`src/rtl/bcd_display_scan.sv`:
```
// rtl/bcd_display_scan.sv - multiplexed 4-digit 7-segment driver fed by a packed BCD converter result
// Optional leading-zero blanking is enabled by defining BCD_SCAN_LZB_EN.
module bcd_display_scan #(
  parameter int PRESCALE       = 50000,
  parameter bit SEG_ACTIVE_LOW = 1'b1,
  parameter bit AN_ACTIVE_LOW  = 1'b1
) (
  input  logic        CLK,
  input  logic        reset,
  input  logic        en,
  input  logic [15:0] bcd_in,
  input  logic        done_in,
  output logic [6:0]  seg,
  output logic [3:0]  an,
  output logic        bcd_err
);

  localparam int PW = (PRESCALE > 1) ? $clog2(PRESCALE) : 1;
  localparam logic [PW-1:0] PLAST = PW'(PRESCALE - 1);
  localparam logic [6:0] SEG_OFF = SEG_ACTIVE_LOW ? 7'h7F : 7'h00;
  localparam logic [3:0] AN_OFF  = AN_ACTIVE_LOW ? 4'hF : 4'h0;

  logic          done_q;
  logic [15:0]   disp_q, disp_d;
  logic [PW-1:0] pcnt_q, pcnt_d;
  logic [1:0]    dig_q, dig_d;
  logic          err_q, err_d;
  logic [6:0]    seg_q, seg_d;
  logic [3:0]    an_q, an_d;

  logic       capture;
  logic       tick;
  logic       blank;
  logic [3:0] nib;
  logic [6:0] seg_hi;
  logic [3:0] an_hi;

  always_comb begin
    capture = done_in & ~done_q;
    disp_d  = capture ? bcd_in : disp_q;
    tick    = (pcnt_q == PLAST) & en;
    pcnt_d  = pcnt_q;
    dig_d   = dig_q;
    if (en) begin
      pcnt_d = tick ? '0 : pcnt_q + PW'(1);
      if (tick) dig_d = dig_q + 2'd1;
    end

    // Outputs are driven from the registered value and index, so a capture
    // or digit advance becomes visible one edge later.
    nib = disp_q[{dig_q, 2'b00} +: 4];
    case (nib)
      4'd0:    seg_hi = 7'b0111111;
      4'd1:    seg_hi = 7'b0000110;
      4'd2:    seg_hi = 7'b1011011;
      4'd3:    seg_hi = 7'b1001111;
      4'd4:    seg_hi = 7'b1100110;
      4'd5:    seg_hi = 7'b1101101;
      4'd6:    seg_hi = 7'b1111101;
      4'd7:    seg_hi = 7'b0000111;
      4'd8:    seg_hi = 7'b1111111;
      4'd9:    seg_hi = 7'b1101111;
      default: seg_hi = 7'b1000000;
    endcase

    blank = 1'b0;
`ifdef BCD_SCAN_LZB_EN
    // Nibbles above 9 are non-zero, so an invalid digit is never blanked.
    case (dig_q)
      2'd3:    blank = (disp_q[15:12] == 4'd0);
      2'd2:    blank = (disp_q[15:8] == 8'd0);
      2'd1:    blank = (disp_q[15:4] == 12'd0);
      default: blank = 1'b0;
    endcase
`else
    blank = 1'b0;
`endif

    an_hi = (en & ~blank) ? (4'b0001 << dig_q) : 4'b0000;
    seg_d = SEG_ACTIVE_LOW ? ~seg_hi : seg_hi;
    an_d  = AN_ACTIVE_LOW ? ~an_hi : an_hi;
    err_d = (disp_q[3:0] > 4'd9) | (disp_q[7:4] > 4'd9) |
            (disp_q[11:8] > 4'd9) | (disp_q[15:12] > 4'd9);
  end

  always_ff @(posedge CLK) begin
    if (reset) begin
      done_q <= 1'b0;
      disp_q <= '0;
      pcnt_q <= '0;
      dig_q  <= '0;
      err_q  <= 1'b0;
      seg_q  <= SEG_OFF;
      an_q   <= AN_OFF;
    end else begin
      done_q <= done_in;
      disp_q <= disp_d;
      pcnt_q <= pcnt_d;
      dig_q  <= dig_d;
      err_q  <= err_d;
      seg_q  <= seg_d;
      an_q   <= an_d;
    end
  end

  assign seg     = seg_q;
  assign an      = an_q;
  assign bcd_err = err_q;

endmodule

```
`config.mk`:
```
export PLATFORM = sky130hd
export DESIGN_NAME = bcd_display_scan
export DESIGN_NICKNAME = d
export VERILOG_FILES = /design/src/rtl/bcd_display_scan.sv
export SDC_FILE = /design/constraint.sdc
export NUM_CORES = 1
export LEC_CHECK = 0
export ABC_AREA = 1
export CORE_MARGIN = 2
export CORE_UTILIZATION = 49
export CTS_CLUSTER_DIAMETER = 200
export CTS_CLUSTER_SIZE = 20
export DETAILED_ROUTE_END_ITERATION = 10
export PLACE_DENSITY = 0.76
export SETUP_SLACK_MARGIN = 0.02
export SYNTH_ARGS = -nofsm -noshare
export SYNTH_HDL_FRONTEND = slang
export SYNTH_SLANG_ARGS = --single-unit
```
`constraint.sdc`:
```
create_clock -name CLK -period 1.4 [get_ports CLK]
set_input_delay 0.28 -clock CLK [delete_from_list [all_inputs] [get_ports CLK]]
set_output_delay 0.28 -clock CLK [all_outputs]
set_load 0.02 [all_outputs]
```
==> flow_summary.yaml, run 1 <==
setup_path:
  rrSetupSlack_ns: -0.02
  path_max_fanout: 8
  crit_path_cell_trace: "inv_8 -> nand2_4 -> a32oi_2 -> buf_4 -> ha_1 -> nand2_2 -> o21ai_2 -> nand2_1 -> nand2_1"
  crit_path_start_kind: "register"
  cp.required_ns: 1.65
  r2r_end: "seg[3]"
  path_common_cell: "nand2_1"
  cp.arrival_ns: 1.67
  slowest_stage: "dfxtp_4"
  critPathMaxStageDelay_ns: 0.40
  crit_buf_inv: 2
  r2r_cells: 9
  r2r_start: "dig_q[0]"
  end_kind: "register"
  crit_family: "flip-flops"
  path_class: "reg -> reg"
clocking:
  cts-root-buf: "clkbuf_8"
  clk_latency_ns: 0.30
  htreeDepth: 2
  tritoncts: "yes"
  cts_buffers: 5
  cts_sinks: 47
  clk_pin_slew_ns: 0.09
  clockBufferDepth: 2
die:
  io_pins: 32
  die_x_um: 72.1
  initial_core_util: 0.515
  row_count: 24
  core_area_um2: 4410
  dieArea_um2: 5200
  die_h_um: 72.1
synth:
  synth_fp_nets: 334
  synth_edf_count: 0
  synth_top_area_share: 0.414
  synthesis.area_um2: 2270
  synth.most_common_cell: "nand2_1"
  ys_seq_elements: 47
  ys.flop_type: "dfxtp_1"
  netlist_top_cells_area: "dfxtp_1 41%, nand2_1 10%, nor2_1 9.7%"
  synth_top_area_cell: "dfxtp_1"
  synth_cell_type_count: 31
  netlist_instances: 304
  yosys_warnings: 0
  synth_common_cells: "61 x nand2_1, 59 x nor2_1, 47 x dfxtp_1, 20 x o21ai_0, 17 x nand3_1"
  avgSynthCellArea_um2: 7.47
  synth.yosys.seq_area_share: 0.414
  async_flop_share: 0
pwr:
  power_leakage_nw: 1.23
  power_per_cell_area_nw_per_um2: 893
  peakVddDrop_v: 0.000690
  power_mw: 2.68
routing:
  num_vias: 2031
  firstDrtPassIters: 4
  drc_errors: 0
  wl_per_cell_um: 12.0
  initialDrtViolationCount: 89
  antenna_left: 0
  drt_wl_total_um: 4950
  vias_per_cell: 4.92
timing:
  fin_crit_sh: 1.01
  hold_viol: 0
  worstMarginPinSlew_ns: 0.269
  min_period_ns: 1.42
  fmax_mhz: 706
  fin_worst_skew_ns: 0.00681
  rsz0062_at_grt: "yes"
  fin_ws_ns: -0.0161
  setup_viol: 2
  maxSlewViolCount: 0
  max_slew_margin: 0.820
grt:
  use_met3: 0.0444
  grt.total_usage: 0.198
  grt_pass1_vias: 1882
  gr-max-usage-layer: "met2"
  grt.overflow.total: 0
  met1_usage: 0.273
  grt.met2_usage: 0.317
  grt_first_pass_wirelength_um: 8340
  antenna_found_initial: 0
  grt_start_max_net_pins: 18
finish:
  layout-drive-gt1-share: 0.258
  multi_input_area_um2: 1300
  fin_util: 0.680
  nNetsFinal: 390
  area.growth.synth_to_final_pct: 32.1
  num-fill-cells: 368
  ff_latch_area_um2: 947
  num_antenna_cells: 0
min_path:
  hp-class: "reg -> reg"
  min-delay-start: "disp_q[3]"
  hold_end: "disp_q[3]"
  hold_depth: 2
run_status:
  violations: "setup timing"
  status: "finished, violations left"
placed_design:
  routabilityCongestion: 0.941
  hpwl_um: 3590
  port_buffers: 31
flow_run:
  drv_cap: 0
cell usage in the layout (no fill, tap or decap), types with 2 or more instances in the layout:
cell	netlist	layout
clkinvlp_4	0	2
nand2_2	8	10
nand3_4	1	2
buf_4	2	23
nor2_1	59	57
dfxtp_2	0	2
a21oi_1	7	6
nand3_2	6	8
nor3_1	5	5
ha_1	10	6
ha_4	0	3
o21ai_1	7	7
nor2_4	3	3
nor2_2	7	9
xor2_1	4	4
dfxtp_1	47	44
a21oi_2	2	3
nand3b_1	2	2
nand2_1	61	56
nand4_1	2	2
nand3_1	17	14
nand2_4	1	4
clkdlybuf4s50_1	0	19
inv_2	6	9
clkbuf_8	0	5
o21ai_0	20	19
dlygate4sd2_1	0	12
inv_1	16	13
per-layer routing:
metal  routed length [um]  share of wire  vias up
met5                    0              0        -
li1                     -              -     1091
met3                  185          0.037        2
met4                   25         0.0050        0
met2                 2250           0.46       38
met1                 2490           0.50      900
cells by family (layout without fill, tap and decap cells):
family          Yosys count  after routing  share of synthesized area
simple gates            174            174                      0.361
fa+ha+maj                10             10                     0.0551
xor+xnor                  4              4                     0.0154
flops                    47             47                      0.414
buf+inv                  30             87                     0.0606
compound gates           39             39                     0.0936
power by group:
| group | internal, mW | switching, mW |
|---|---|---|
| sequential | 1.40 | 0.0384 |
| combinational | 0.191 | 0.214 |
| clock | 0.357 | 0.477 |
| total | 1.95 | 0.730 |
registers in the layout, summed over array words and instances, names as in the netlist:
name and cells:
pcnt_q 16, done_q 1, seg 7, bcd_err 1, dig_q 2, an 4, disp_q 16
worst max-delay path by stage:
| stage | startpoint | endpoint | depth (start not counted) |
|---|---|---|---|
| after floorplan | dig_q[0] | seg[3] | 9 |
| after global placement | en | pcnt_q[12] | 8 |
| after detailed placement | en | pcnt_q[1] | 6 |
| after CTS | dig_q[0] | seg[5] | 8 |
| after global routing | dig_q[0] | seg[6] | 8 |
| final | dig_q[0] | seg[3] | 9 |
metrics by stage:
stage | TNS [ns] | instances | hold WS, ns | setup slack (ns) | instance area (um^2)
finish | -0.0263 | 413 | 0.486 | -0.0161 | 3000
global route | -0.411 | 413 | 0.523 | -0.0974 | 3000
CTS | 0 | 409 | 0.488 | 0.0116 | 2900
detailed placement | -3.37 | 399 | 0.468 | -0.219 | 2770
global placement | -2.58 | 399 | 0.457 | -0.173 | 2770
floorplan | -0.0472 | 304 | 0.405 | -0.0381 | 2280
worst min-delay path, cell delays in order (launching register included):
cell and delay (ns):
dfxtp_1 0.32, inv_1 0.06, a21oi_1 0.06
final cells by class:
type / instances / area share
timing repair buffer: 56 / 0.166
sequential: 47 / 0.316
clock inverter: 3 / 0.00792
tap: 52 / 0.0217
clock buffer: 5 / 0.0229
inverter: 23 / 0.0313
multi-input combinational: 227 / 0.434
repair_timing:
action | in CTS | in global routing
resized for setup | 21 | 18
endpoints found under the setup margin | 20 | 19
hold endpoints to repair | 0 | 0
buffers inserted | 2 | 4
hold buffers | 0 | 0
pin swaps | 2 | 19
(Power assumes the default switching activity.)
==> run 2: changes to the inputs <==
TNS_END_PERCENT = 30   (was default)
==> run 2 against run 1 <==
Net effect: the flow still finishes with violations (setup timing); clock power rose by 41%; combinational power rose by 2%; cell area is 1.4% higher; fmax rose by 0.60%; non-clock buffer count unchanged; critical path type unchanged; critical endpoint is now seg[6]; highest routed layer unchanged.
==> flow_summary.yaml, run 2 (same netlist as run 1, synthesis figures left out) <==
setup_path:
  cp.required_ns: 1.65
  cp.arrival_ns: 1.66
  end_kind: "register"
  crit_path_start_kind: "register"
  path_max_fanout: 8
  path_class: "reg -> reg"
clocking:
  htreeDepth: 2
  cts_buffers: 5
  tritoncts: "yes"
  cts-root-buf: "clkbuf_8"
  cts_hold_buffers: 0
  clockBufferDepth: 2
  clk_latency_ns: 0.31
  cts_sinks: 47
  clk_pin_slew_ns: 0.09
die:
  dieArea_um2: 5200
  initial_core_util: 0.515
  die_x_um: 72.1
  die_h_um: 72.1
  core_area_um2: 4410
  row_count: 24
  io_pins: 32
run_status:
  status: "finished, violations left"
  violations: "setup timing"
placed_design:
  port_buffers: 31
  routabilityCongestion: 0.879
  placed_cells_incl_taps: 401
  hpwl_um: 3520
timing:
  fin_crit_sh: 1.01
  max_slew_margin: 0.821
  fmax_mhz: 710
  setup_viol: 3
  worstMarginPinSlew_ns: 0.268
  fin_ws_ns: -0.00770
  fin_worst_skew_ns: 0.00844
  rsz0062_at_grt: "yes"
  hold_viol: 0
  fin_tns_setup_ns: -0.0104
  maxSlewViolCount: 0
  min_period_ns: 1.41
grt:
  antenna_found_initial: 0
  grt_start_max_net_pins: 25
  grt_pass1_vias: 1934
  grt.total_usage: 0.206
  grt.overflow.total: 0
  grt_first_pass_wirelength_um: 8400
routing:
  wl_per_cell_um: 12.2
  drt_wl_total_um: 5030
  antenna_left: 0
  firstDrtPassIters: 4
  drc_errors: 0
  initialDrtViolationCount: 98
  num_vias: 2103
  vias_per_cell: 5.09
pwr:
  intPower_mw: 2.31
  power_leakage_nw: 1.25
  seqPwrFrac: 0.475
  peakVddDrop_v: 0.000876
  power.switching_uw: 715
  p_comb_frac: 0.136
  clkPwrFrac: 0.389
  switching_share: 0.236
  power_per_cell_area_nw_per_um2: 996
finish:
  num_antenna_cells: 0
  area.growth.synth_to_final_pct: 33.9
  layout_commonest_cell: "nor2_1"
  layout-drive-gt1-share: 0.241
  stdcell_count: 413
  nNetsFinal: 390
  final_cell_mix: "59 x nor2_1, 56 x nand2_1, 45 x dfxtp_1"
flow_run:
  drv_cap: 0
min_path:
  hp-class: "reg -> reg"
[run 2: changes by cell type in the layout (fill, tap and decap cells not counted), sizes merged]
cell,before,now
clkinvlp,2,0
inv,24,23
clkbuf,5,6
bufinv,0,2
[run 2: worst paths after layout]
check / start / endpoint / slack [ns] / cells after the start
min reg2reg: disp_q[3] / disp_q[3] / 0.48 / 2
min: disp_q[3] / disp_q[3] / 0.48 / 2
max: dig_q[0] / seg[6] / -0.008 / 7
max reg2reg: dig_q[0] / seg[6] / -0.008 / 7
[run 2: cell type report]
| cell class | count | area (um^2) |
|---|---|---|
| flip-flops and latches | 47 | 946 |
| inverters | 23 | 93.8 |
| repair buffers | 56 | 515 |
| well taps | 52 | 65.1 |
| multi-input cells | 227 | 1290 |
| fillers | 359 | 1370 |
| clock inverters | 2 | 60.1 |
| clock buffers | 6 | 72.6 |
[run 2: worst max-delay path, stage by stage, from the launching register on]
cell and delay [ns]:
dfxtp_4 0.43, nand2_2 0.08, a32oi_2 0.24, buf_4 0.17, ha_4 0.11, nand3b_1 0.13, nand2_1 0.07, o21ai_1 0.11
[run 2: metal layers]
layer	wire length, um	global-route usage	share of wire	up-vias
met2	2320	0.322	0.46	48
met4	80	0.109	0.016	0
met3	233	0.0389	0.046	7
met5	0	0	0	-
li1	-	-	-	1092
met1	2400	0.270	0.48	956
[run 2: stage by stage]
step | setup WS [ns] | utilization | total power [mW] | hold slack [ns] | area (um^2)
floorplan | -0.0381 | - | 1.67 | 0.405 | 2280
global placement | -0.152 | 0.631 | 1.85 | 0.459 | 2790
detailed placement | -0.180 | 0.631 | 1.85 | 0.461 | 2790
CTS | -0.0112 | 0.661 | 3.01 | 0.473 | 2920
global route | -0.0895 | 0.689 | 3.14 | 0.503 | 3040
finish | -0.00770 | 0.689 | 3.03 | 0.479 | 3040
[run 2: repair_timing]
action                                  in CTS  in global routing
pin swaps                                    1                 15
gates resized for setup                     15                 19
cloned                                       0                  0
setup buffers                                0                  4
endpoints found under the setup margin      18                 17
[run 2: power groups by stage]
stage	Clock, mW	Combinational (mW)	Sequential (mW)
finish	1.18	0.412	1.44
floorplan	0	0.174	1.50
CTS	1.20	0.374	1.43
global route	1.24	0.456	1.45
detailed placement	0	0.384	1.47
global placement	0	0.378	1.47
